**config.mk**
```make
export PLATFORM = sky130hd
export DESIGN_NAME = serial_add_sequencer
export DESIGN_NICKNAME = d
export VERILOG_FILES = /design/src/rtl/serial_add_pkg.sv /design/src/rtl/sa_operand_fifo.sv /design/src/rtl/serial_add_sequencer.sv
export SDC_FILE = /design/constraint.sdc
export NUM_CORES = 1
export LEC_CHECK = 0
export BUFFER_PORTS_ARGS = -buffer_cell sky130_fd_sc_hd__buf_2
export CORE_ASPECT_RATIO = 1.5
export CORE_UTILIZATION = 50
export CTS_CLUSTER_DIAMETER = 100
export DETAILED_ROUTE_END_ITERATION = 16
export PLACE_DENSITY = 0.74
export SLEW_MARGIN = 20
export SYNTH_ARGS = -nofsm -noshare
export SYNTH_HDL_FRONTEND = slang
export SYNTH_HIERARCHICAL = 1
export SYNTH_SLANG_ARGS = --single-unit
```
**constraint.sdc**
```tcl
create_clock -name clock -period 2.15 [get_ports clock]
set_input_delay 0.215 -clock clock [delete_from_list [all_inputs] [get_ports clock]]
set_output_delay 0.215 -clock clock [all_outputs]
set_load 0.1 [all_outputs]
```
**src/rtl/serial_add_pkg.sv**
```systemverilog
// Shared types and constants for the serial-add sequencer.
//   state_t           : sequencer FSM state encoding (IDLE, ISSUE, RELEASE)
//   BIT_WIDTH_DEFAULT : default operand / sum width
package serial_add_pkg;

  localparam int BIT_WIDTH_DEFAULT = 8;

  typedef enum logic [1:0] {
    IDLE    = 2'd0,
    ISSUE   = 2'd1,
    RELEASE = 2'd2
  } state_t;

endpackage

```
**src/rtl/sa_operand_fifo.sv**
```systemverilog
// Operand-pair queue for the serial-add sequencer.
// Ports:
//   clock, reset        : rising-edge clock, synchronous active-high reset
//   push, push_data     : write request / data (ignored when full)
//   pop, pop_data       : read request / head entry (ignored when empty)
//   full, empty         : occupancy flags
// DEPTH must be a power of two so the pointers wrap naturally.
module sa_operand_fifo #(
  parameter int WIDTH = 16,
  parameter int DEPTH = 2
) (
  input  logic             clock,
  input  logic             reset,
  input  logic             push,
  input  logic [WIDTH-1:0] push_data,
  input  logic             pop,
  output logic [WIDTH-1:0] pop_data,
  output logic             full,
  output logic             empty
);

  localparam int AW = (DEPTH > 1) ? $clog2(DEPTH) : 1;

  logic [WIDTH-1:0] mem [DEPTH];
  logic [AW-1:0]    wr_ptr;
  logic [AW-1:0]    rd_ptr;
  logic [AW:0]      count;
  logic             do_push;
  logic             do_pop;

  assign do_push  = push && !full;
  assign do_pop   = pop && !empty;
  assign full     = (count == (AW+1)'(DEPTH));
  assign empty    = (count == '0);
  assign pop_data = mem[rd_ptr];

  always_ff @(posedge clock) begin
    if (do_push) begin
      mem[wr_ptr] <= push_data;
    end
  end

  always_ff @(posedge clock) begin
    if (reset) begin
      wr_ptr <= '0;
      rd_ptr <= '0;
      count  <= '0;
    end else begin
      if (do_push) wr_ptr <= wr_ptr + 1'b1;
      if (do_pop)  rd_ptr <= rd_ptr + 1'b1;
      case ({do_push, do_pop})
        2'b10:   count <= count + 1'b1;
        2'b01:   count <= count - 1'b1;
        default: count <= count;
      endcase
    end
  end

endmodule

```
**src/rtl/serial_add_sequencer.sv**
```systemverilog
// Queues operand pairs and issues them one at a time to a serial adder
// using a start/done four-phase handshake, holding each result until the
// consumer takes it.
// Ports:
//   clock, reset                 : rising-edge clock, synchronous active-high reset
//   in_valid, in_ready, in_a/b   : operand-pair input handshake
//   add_ain/bin, add_start       : operands and start request to the adder
//   add_sum, add_done            : result and done from the adder
//   out_valid, out_ready         : result handshake
//   out_sum, out_carry           : held result and unsigned carry-out
//   busy                         : FSM is not in IDLE
// Build option: define SERIAL_ADD_SEQ_CARRY_EN to compute out_carry;
// otherwise out_carry is tied low.
//
// state   | meaning
// IDLE    | waiting for a queued pair and a free result slot
// ISSUE   | add_start high, waiting for add_done
// RELEASE | add_start low, waiting for add_done to drop
module serial_add_sequencer
  import serial_add_pkg::*;
#(
  parameter int BIT_WIDTH  = BIT_WIDTH_DEFAULT,
  parameter int FIFO_DEPTH = 2
) (
  input  logic                 clock,
  input  logic                 reset,
  input  logic                 in_valid,
  output logic                 in_ready,
  input  logic [BIT_WIDTH-1:0] in_a,
  input  logic [BIT_WIDTH-1:0] in_b,
  output logic [BIT_WIDTH-1:0] add_ain,
  output logic [BIT_WIDTH-1:0] add_bin,
  output logic                 add_start,
  input  logic [BIT_WIDTH-1:0] add_sum,
  input  logic                 add_done,
  output logic                 out_valid,
  input  logic                 out_ready,
  output logic [BIT_WIDTH-1:0] out_sum,
  output logic                 out_carry,
  output logic                 busy
);

  state_t                   state;
  state_t                   state_next;
  logic [2*BIT_WIDTH-1:0]   head;
  logic                     full;
  logic                     empty;
  logic                     push;
  logic                     pop;
  logic                     capture;
  logic [BIT_WIDTH-1:0]     op_a;
  logic [BIT_WIDTH-1:0]     op_b;

  assign in_ready = !full;
  assign push     = in_valid && in_ready;
  assign add_ain  = op_a;
  assign add_bin  = op_b;
  assign busy     = (state != IDLE);

  sa_operand_fifo #(
    .WIDTH (2*BIT_WIDTH),
    .DEPTH (FIFO_DEPTH)
  ) u_fifo (
    .clock     (clock),
    .reset     (reset),
    .push      (push),
    .push_data ({in_a, in_b}),
    .pop       (pop),
    .pop_data  (head),
    .full      (full),
    .empty     (empty)
  );

  always_ff @(posedge clock) begin
    if (reset) state <= IDLE;
    else       state <= state_next;
  end

  // add_done is only looked at in ISSUE/RELEASE, so a stale done in IDLE
  // has no effect.
  always_comb begin
    state_next = state;
    add_start  = 1'b0;
    pop        = 1'b0;
    capture    = 1'b0;
    case (state)
      IDLE: begin
        if (!empty && !out_valid) begin
          pop        = 1'b1;
          state_next = ISSUE;
        end
      end
      ISSUE: begin
        add_start = 1'b1;
        if (add_done) begin
          capture    = 1'b1;
          state_next = RELEASE;
        end
      end
      RELEASE: begin
        if (!add_done) state_next = IDLE;
      end
      default: state_next = IDLE;
    endcase
  end

  // Capture only happens in ISSUE, which is entered with out_valid low,
  // so capture and consumer-accept never coincide.
  always_ff @(posedge clock) begin
    if (reset) begin
      op_a      <= '0;
      op_b      <= '0;
      out_valid <= 1'b0;
      out_sum   <= '0;
    end else begin
      if (pop) {op_a, op_b} <= head;
      if (capture) begin
        out_valid <= 1'b1;
        out_sum   <= add_sum;
      end else if (out_valid && out_ready) begin
        out_valid <= 1'b0;
      end
    end
  end

`ifdef SERIAL_ADD_SEQ_CARRY_EN
  // Unsigned wrap of op_a + op_b shows up as a sum smaller than op_a.
  always_ff @(posedge clock) begin
    if (reset)        out_carry <= 1'b0;
    else if (capture) out_carry <= (add_sum < op_a);
  end
`else
  assign out_carry = 1'b0;
`endif

endmodule

```
==> flow_summary_export.csv <==
group,metric,value,unit
drt,dr.pass1.iters,4,
layout,nets,288,
floorplan,die_area,0.005539,sq mm
sta,setup-violations-final,0,
sta,skew,5.681,ps
drt,dr.first_iter.drc_count,42,
floorplan,ios,58,
layout,diodes,0,
placed_design,gp_congestion,0.6846,
global_routing,grt_overflow,0,
yosys,synth_cell_types,32,
setup_path,cp.required,2190,ps
hold_path,min_path_cells,1,
floorplan,core,0.004926,sq mm
global_routing,grt_first_pass_wirelength,7024,um
status,outcome,"complete, no violations",
setup_path,crit_type,"reg -> reg",
drt,drtAntennaViolNets,0,
clock_tree,postCtsHoldBufs,0,
clock_tree,cts_buffers,9,
job,cap_violations,0,
clock_tree,clockBufferDepth,2,
drt,num_vias,1608,
layout,stdcell_count,329,
sta,setup_tns,0,ps
clock_tree,cts_num_sinks,64,
floorplan,die_width,61.11,um
setup_path,max_stage_delay,410,ps
floorplan,die-height,90.66,um
drt,drcViolationCount,0,
sta,hold_viol_final,0,
yosys,ys.flop_type,"edfxtp_1",
yosys,ys_ff_latch,64,
setup_path,arrival,1910,ps
placed_design,dp_cells,313,
clock_tree,clkLatencyLatePin,340,ps
power,powerDensity,1578,mW/mm^2
drt,wl_per_cell,13.22,um
clock_tree,cts_tree,"yes",
global_routing,grt_max_degree,57,
setup_path,end_kind,"flip-flop",
setup_path,slowest_stage,"dfxtp_1",
yosys,ys_warn_count,6,
power,power.leakage,0.001267,uW
layout,multi_input_area,939.7,sq um
layout,area_growth,20.34,%
sta,relSlewSlack,51.98,%
placed_design,dp_hpwl,2931,um
floorplan,num_rows,31,
drt,vias_per_cell,4.888,
sta,finalCritPeriodShare,86.82,%
layout,design_area,0.003153,sq mm
yosys,synth-edff-count,32,
setup_path,r2r_cells,7,
layout,seqCellArea,0.001603,sq mm
placed_design,place_area,0.002958,sq mm
placed_design,io_buffers,56,
yosys,syn-num-nets,227,
setup_path,path_cells,"nand2b_2 > inv_2 > nor2b_1 > inv_1 > or3_1 > inv_1 > buf_4",
yosys,synthArstFlopShare,0,%
sta,slew_viol_final,0,
global_routing,grt_usage,17.89,%
yosys,seq_area_frac_synth,61.13,%
floorplan,start_util,53.19,%
clock_tree,root_buffer,"clkbuf_8",
hold_path,worstHoldPathType,"in -> reg",
clock_tree,htree_levels,3,
sta,fmax,535.7,MHz
sta,setup_slack,283.3,ps
yosys,avgSynthCellArea,13.30,sq um
sta,period_needed,1867,ps
layout,fill_cells,423,
yosys,syn_area,0.002620,sq mm
clock_tree,cts_resized,0,
sta,rsz0062_at_grt,"no",
setup_path,startpoint_type,"flip-flop",
sta,worst_pin_slew,720.4,ps
global_routing,antenna_found_initial,0,
setup_path,path_max_fanout,10,
setup_path,path_common_cell,"inv_1",
drt,wl,4348,um
yosys,syn_inst,197,
clock_tree,post_cts_buffers,0,
global_routing,grt_pass1_vias,1573,
clock_tree,clk_pin_slew,70,ps
layout,utilization,64.01,%
power,ir_worst_vdd,0.9764,mV
placed_design,dp_slack,345.1,ps
layout,drive_above_1_share,36.12,%
-- synth_stat cells, types with 2 or more instances --
| master | n | area (sq um) |
|---|---|---|
| nor2b_1 | 2 | 12.51 |
| nor2_1 | 4 | 15.01 |
| dfxtp_1 | 32 | 640.6 |
| mux2i_1 | 24 | 240.2 |
| o21ai_0 | 2 | 10.01 |
| clkbuf_1 | 5 | 18.77 |
| mux2_1 | 7 | 78.83 |
| nand2b_1 | 48 | 300.3 |
| xnor2_1 | 3 | 26.28 |
| a21oi_1 | 2 | 10.01 |
| or3_1 | 2 | 12.51 |
| nor3b_1 | 2 | 15.01 |
| inv_1 | 3 | 11.26 |
| o21ba_2 | 2 | 20.02 |
| buf_2 | 3 | 15.01 |
| mux2_2 | 9 | 101.4 |
| edfxtp_1 | 32 | 960.9 |
-- flip-flops by register name, summed over array words and instances, names as in the netlist, named ones only --
| name | cells |
|---|---|
| u_fifo/mem | 32 |
| u_fifo/count | 2 |
| u_fifo/rd_ptr | 1 |
| add_ain | 8 |
| out_sum | 8 |
| state | 2 |
| u_fifo/wr_ptr | 1 |
| out_valid | 1 |
| add_bin | 8 |
-- layout make-up --
type                    instances  area share [%]
inverters                       4          0.4762
well taps                      66           2.619
clock buffers                   9           3.929
flip-flops and latches         64           50.83
repair buffers                 61           10.08
clock inverters                 7           2.262
multi-input cells             118           29.80
-- kinds of logic after synthesis --
kind of cell	share of synthesized area, %
other	0.1431
DFF	61.13
muxes	16.05
AOI/OAI and AO/OA	1.815
xor gates and xnor gates	1.337
buffers and inverters	3.343
adders and majority gates	0.4775
and+or+nand+nor	15.71
-- final timing paths --
path | slack, ps | to | startpoint
worst max-delay path | 280 | u_fifo/mem[0][5] | u_fifo/count[0]
worst min-delay path | 60 | u_fifo/mem[1][4] | in_b[4]
worst max register to register | 280 | u_fifo/mem[0][5] | u_fifo/count[0]
worst min register to register | 470 | add_ain[3] | add_ain[3]
-- worst max-delay path: cells and delay by family, from the launching register on --
kind,cells,cell delay (ps)
simple gates,3,750
flops,1,410
buf+inv,4,410
-- cells in the final DEF (no fill, tap or decap), types with 3 or more instances in the layout --
cell / count
buf_2: 56
nand2b_1: 48
edfxtp_1: 32
dfxtp_1: 31
mux2i_1: 24
clkbuf_8: 9
mux2_2: 9
mux2_1: 7
buf_4: 5
nor2_1: 4
inv_1: 3
xnor2_1: 3
clkinvlp_4: 3
-- metrics by stage --
step,total power (uW),hold WS (ps)
2_1_floorplan,3692,284.1
3_3_place_gp,3980,407.1
3_5_place_dp,4010,407.7
4_1_cts,5030,40.37
5_1_grt,5205,43.68
6_report,4977,59.97
-- power breakdown --
| group | switching, uW | internal (uW) |
|---|---|---|
| registers | 137 | 1600 |
| clock network | 472 | 534 |
| logic | 1680 | 554 |
| total | 2290 | 2690 |
-- metal layers --
layer | vias up | track usage [%] | share of wire (%)
met2 | 45 | 29.17 | 53
met5 | - | 0 | 0
met4 | 0 | 11.36 | 2.2
li1 | 791 | - | -
met3 | 8 | 4.871 | 4.6
met1 | 764 | 19.54 | 40
(Power assumes the default switching activity.)
